### src/rtl/yutorina_bus_slave_mux_tmo_pkg.sv
// Shared bus definitions for the slave response mux: slave limits, FSM encodings, active-low levels.
// Pure declarations; no logic, latency or backpressure of its own.
package yutorina_bus_slave_mux_tmo_pkg;

    localparam int BUS_SLAVE_MAX   = 16;
    localparam int BUS_TIMEOUT_DEF = 255;

    localparam logic ENABLE_  = 1'b0;
    localparam logic DISABLE_ = 1'b1;
    localparam logic ZERO     = 1'b0;

    typedef enum logic [1:0] {
        BUS_MUX_IDLE = 2'd0,
        BUS_MUX_WAIT = 2'd1,
        BUS_MUX_RESP = 2'd2
    } bus_mux_state_e;

endpackage

### src/rtl/yutorina_bus_prio_enc.sv
// Lowest-index priority encoder over an active-low chip-select vector, with any/multiple flags.
// Purely combinational; no backpressure.
module yutorina_bus_prio_enc
    import yutorina_bus_slave_mux_tmo_pkg::*;
#(
    parameter int N     = 8,
    parameter int IDX_W = 3
) (
    input  logic [N-1:0]     cs_,
    output logic [IDX_W-1:0] idx,
    output logic             any,
    output logic             multi
);

    always_comb begin
        idx   = '0;
        any   = 1'b0;
        multi = 1'b0;
        for (int i = 0; i < N; i++) begin
            if (cs_[i] == ENABLE_) begin
                if (any) begin
                    multi = 1'b1;
                end else begin
                    any = 1'b1;
                    idx = IDX_W'(i);
                end
            end
        end
    end

endmodule

### src/rtl/yutorina_bus_slave_mux_tmo.sv
// Registered read/ready mux from NUM_SLAVES slaves to the master, with a per-access ready watchdog.
// Slave ready in cycle t gives m_rdy_ in t+1; a silent slave is cut off after TIMEOUT wait cycles.
module yutorina_bus_slave_mux_tmo
    import yutorina_bus_slave_mux_tmo_pkg::*;
#(
    parameter int NUM_SLAVES = 8,
    parameter int DATA_W     = 32,
    parameter int TIMEOUT    = BUS_TIMEOUT_DEF,
    parameter int CNT_W      = 8
) (
    input  logic                         clk,
    input  logic                         reset,
    input  logic                         m_as_,
    input  logic [NUM_SLAVES-1:0]        s_cs_,
    input  logic [NUM_SLAVES*DATA_W-1:0] s_r_data,
    input  logic [NUM_SLAVES-1:0]        s_rdy_,
    input  logic                         err_clr,
    output logic [DATA_W-1:0]            m_r_data,
    output logic                         m_rdy_,
    output logic                         m_err,
    output logic                         st_tmo,
    output logic                         st_multi
);

    localparam int SEL_W = (NUM_SLAVES > 1) ? $clog2(NUM_SLAVES) : 1;
    localparam logic [CNT_W-1:0] TMO_LAST = CNT_W'(TIMEOUT - 1);

    bus_mux_state_e    state, state_nxt;
    logic [CNT_W-1:0]  cnt, cnt_nxt;
    logic [SEL_W-1:0]  sel, sel_nxt;
    logic [DATA_W-1:0] dat_nxt;
    logic              rdy_nxt, err_nxt;
    logic              tmo_set, multi_set;

    logic [SEL_W-1:0]  enc_idx;
    logic              enc_any, enc_multi;
    logic [DATA_W-1:0] slv_dat [NUM_SLAVES];

    for (genvar g = 0; g < NUM_SLAVES; g++) begin : g_slice
        assign slv_dat[g] = s_r_data[g*DATA_W +: DATA_W];
    end

    yutorina_bus_prio_enc #(
        .N     (NUM_SLAVES),
        .IDX_W (SEL_W)
    ) u_prio_enc (
        .cs_   (s_cs_),
        .idx   (enc_idx),
        .any   (enc_any),
        .multi (enc_multi)
    );

    // Every output is a flop; s_* only ever feeds next-state logic.
    always_comb begin
        state_nxt = state;
        cnt_nxt   = cnt;
        sel_nxt   = sel;
        dat_nxt   = m_r_data;
        rdy_nxt   = DISABLE_;
        err_nxt   = ZERO;
        tmo_set   = 1'b0;
        multi_set = 1'b0;
        case (state)
            BUS_MUX_IDLE: begin
                if (m_as_ == ENABLE_) begin
                    sel_nxt   = enc_idx;
                    multi_set = enc_multi;
                    if (!enc_any) begin
                        dat_nxt   = '0;
                        rdy_nxt   = ENABLE_;
                        err_nxt   = 1'b1;
                        state_nxt = BUS_MUX_RESP;
                    end else begin
                        cnt_nxt   = '0;
                        state_nxt = BUS_MUX_WAIT;
                    end
                end
            end
            BUS_MUX_WAIT: begin
                if (s_cs_[sel] == DISABLE_) begin
                    state_nxt = BUS_MUX_IDLE;
                end else if (s_rdy_[sel] == ENABLE_) begin
                    dat_nxt   = slv_dat[sel];
                    rdy_nxt   = ENABLE_;
                    state_nxt = BUS_MUX_RESP;
                end else if (cnt == TMO_LAST) begin
                    dat_nxt   = '0;
                    rdy_nxt   = ENABLE_;
                    err_nxt   = 1'b1;
                    tmo_set   = 1'b1;
                    state_nxt = BUS_MUX_RESP;
                end else begin
                    cnt_nxt = cnt + CNT_W'(1);
                end
            end
            BUS_MUX_RESP: state_nxt = BUS_MUX_IDLE;
            default:      state_nxt = BUS_MUX_IDLE;
        endcase
    end

    always_ff @(posedge clk or posedge reset) begin
        if (reset) begin
            state    <= BUS_MUX_IDLE;
            cnt      <= '0;
            sel      <= '0;
            m_r_data <= '0;
            m_rdy_   <= DISABLE_;
            m_err    <= ZERO;
            st_tmo   <= ZERO;
            st_multi <= ZERO;
        end else begin
            state    <= state_nxt;
            cnt      <= cnt_nxt;
            sel      <= sel_nxt;
            m_r_data <= dat_nxt;
            m_rdy_   <= rdy_nxt;
            m_err    <= err_nxt;
            // A new event in the same cycle as err_clr must not be lost.
            st_tmo   <= tmo_set   | (st_tmo   & ~err_clr);
            st_multi <= multi_set | (st_multi & ~err_clr);
        end
    end

endmodule

### config.mk
export PLATFORM = sky130hd
export DESIGN_NAME = yutorina_bus_slave_mux_tmo
export DESIGN_NICKNAME = d
export VERILOG_FILES = /design/src/rtl/yutorina_bus_slave_mux_tmo_pkg.sv /design/src/rtl/yutorina_bus_prio_enc.sv /design/src/rtl/yutorina_bus_slave_mux_tmo.sv
export SDC_FILE = /design/constraint.sdc
export NUM_CORES = 1
export LEC_CHECK = 0
export BUFFER_PORTS_ARGS = -buffer_cell sky130_fd_sc_hd__buf_4
export CAP_MARGIN = 20
export CORE_AREA = 2 2 122 124
export DETAILED_ROUTE_END_ITERATION = 6
export DIE_AREA = 0 0 124 126
export PLACE_DENSITY = 0.61
export RECOVER_POWER = 50
export SYNTH_ARGS = -nofsm -noshare
export SYNTH_HDL_FRONTEND = slang
export SYNTH_SLANG_ARGS = --single-unit
### constraint.sdc
create_clock -name clk -period 2.58 [get_ports clk]
set_input_delay 0.129 -clock clk [delete_from_list [all_inputs] [get_ports clk]]
set_output_delay 0.129 -clock clk [all_outputs]
set_load 0.01 [all_outputs]
==> run metrics <==
Slew headroom=37.43%; top cells by area, synth=mux4_2 (37%), dfrtp_1 (30%), mux2i_1 (10%), o2bb2ai_1 (6.9%), nand2_1 (2.0%); DRT iter0 DRCs=134; drt pass-1 iters=4; Synth Instances=299; Power Density=774.5 nW/um^2; total leakage power=0.003141 uW; Worst-Margin Slew=0.9375 ns; DP Worst Slack=0.3425 ns; CTS tree=done; Async SR Flop Fraction=100.0%; Worst-path clk slew=0.07 ns; worst hold path type=primary input to flop; cell-internal power=3250 uW; Post-CTS Setup Inserts=0; P_sw=1867 uW; area of the multi-input gates=2650 um^2; number of setup violations in the final report=0; fin nets=879; worst-path fanout max=34; I/O Buffers=311; count leader, synth=mux4_2; layout cells sized above 1=60.80%; max cap viols=0; wire per inst=21.20 um; top-area cell type share of the netlist area=36.78%; Core Box Area=14310 um^2; Chip Height=126 um; Max Freq=0.4499 GHz; count of final hold-check violations=0; mean post-synth cell area=13.52 um^2; register area share after synthesis=30.37%; Layout fillers=1350; first-pass GRT wire length=24.70 mm; ys flop type=dfrtp_1; clock skew=0.005817 ns; Syn Nets=577; synthesized flop and latch total=49; H-tree depth=2; Skew-Pair Late Insertion Delay=0.29 ns; die area=15620 um^2; Mapped Area=4041 um^2; Initial Utilization=28.23%; Worst Path Buf+Inv=0; Period minus WS final=2.223 ns; largest net degree at the start of global routing=50; # diodes=0; vias per cell=5.247; WP data required=2.75 ns; Post-DRT Antenna Nets=0; Post-synth top cells=mux4_2 (66), dfrtp_1 (48), mux2i_1 (42); cell taking the most area after synthesis=mux4_2; DRT Wirelength=16.67 mm; switching share of power=36.49%; setup_tns=0 ns; clk sinks=49; Worst Hold Launch=err_clr; period utilisation layout=86.16%; Worst setup SP type=flop; worst setup margin=0.3571 ns; critical path, cell by cell=mux4_2 -> mux2i_4 -> nor2_1 -> o21a_2 -> o2bb2ai_1; unrepaired setup endpoints after global routing=no; Final Max Tran Viols=0; CP Capture Type=flop; Crit Path Class=flop to flop; YS warnings=0; number of flops mapped to enable cells by yosys=0; clk root buf=clkbuf_16; max incr delay on CP=0.56 ns; critical path's top delay family=multiplexers; worst reg2reg path startpoint=sel[0]; Clock Power Share=16.6%; initial antenna violation count=0; via count=4124; gr ovfl total=0; # IOs=312; HPWL Detailed=13.76 mm; cts bufs inserted=5; Total GRT Usage=21.12%; Reg area=1235 um^2; Area Growth Syn to Fin=63.47%; Sequential Power Share=25.5%; status=finished, final reports clean; Residual DRC=0; peak supply drop=0.3116 mV; CP arrival=2.39 ns; combinational fraction of design power=57.9%; vias in the first global route=4380; post-CTS sizing=0; slowest CP cell=mux4_2; die width=124 um; clk buf depth=2; final RePlAce weighted congestion=0.8768; synth unique cells=38; row cnt=44; critical path launch point=sel[0]
==> power by group through the flow <==
stage,Combinational [uW],Sequential (uW),Clock (uW)
after detailed placement,3250,1310,0
final,2960,1300,848
after floorplan,2030,1360,0
after global placement,3190,1320,0
after CTS,3250,1310,866
after global routing,3220,1350,904
==> cell usage in the layout, fill, tap and decap left out, types with 2 or more instances in the layout <==
cell       count
nand2_1       22
clkbuf_1      36
or4_1          2
buf_4        282
o21ai_0        6
ha_1           2
nor3_1         2
o2111ai_1      2
bufinv_16      2
mux2i_1       42
mux4_2        66
and4_1         2
nor2_1         5
dfrtp_1       46
a31oi_1        2
inv_1          5
clkbuf_16      5
o2bb2ai_1     32
dfrtp_4        2
nand4_1        5
or3_1          2
inv_2          2
nand3_1        8
a21boi_0       2
==> state kept, by name, summed over array words and instances, names as in the netlist <==
signal    flops
m_rdy_        1
cnt           8
m_r_data     32
st_tmo        1
state         2
sel           3
st_multi      1
m_err         1
==> cell families after synthesis <==
group	after synthesis	share of synthesized area, %
AND/OR/NAND/NOR	52	6.347
buffers and inverters	33	4.087
multiplexers	109	47.74
AO/OA/AOI/OAI	53	10.59
adder cells (fa/ha/maj)	3	0.8668
flip-flops	49	30.37
==> final timing paths <==
| path | slack, ns | endpoint | depth (start not counted) |
|---|---|---|---|
| max | 0.36 | m_r_data[3] | 5 |
| min | 0.04 | st_tmo | 2 |
| max reg2reg | 0.36 | m_r_data[3] | 5 |
| min reg2reg | 0.49 | st_multi | 2 |
| max in group asynchronous | 0.67 | sel[1] | 4 |
| min in group asynchronous | 0.60 | m_r_data[8] | 3 |
==> layout make-up <==
type / count / share of cell area, %
sequential: 49 / 18.69
inverter: 7 / 0.3977
timing repair buffer: 321 / 34.43
clock buffer: 5 / 1.894
multi-input combinational: 217 / 40.11
tap: 184 / 3.485
clock inverter: 3 / 0.9848
==> what timing repair did <==
action	4_1_cts	5_1_grt
setup endpoints to repair	0	0
hold buffers	0	1
hold endpoints to repair	0	23
==> stage by stage <==
step	cells	area, um^2	utilization, %	power [uW]	hold slack (ns)
after detailed placement	776	6536	45.66	4562	0.3420
after global placement	776	6536	45.66	4503	0.3314
after floorplan	299	4041	-	3399	0.2363
after global routing	786	6606	46.15	5479	0.06088
final	786	6606	46.15	5117	0.04028
after CTS	784	6726	46.99	5429	0.03352
==> routing by layer <==
layer,wire length [um],up-vias,GRT usage (%)
met2,8714,170,37.04
met1,6546,2080,26.52
met3,1125,21,4.755
met4,278,0,4.428
li1,-,1853,-
met5,0,-,0
No activity file was read; power rests on OpenSTA's default activity.
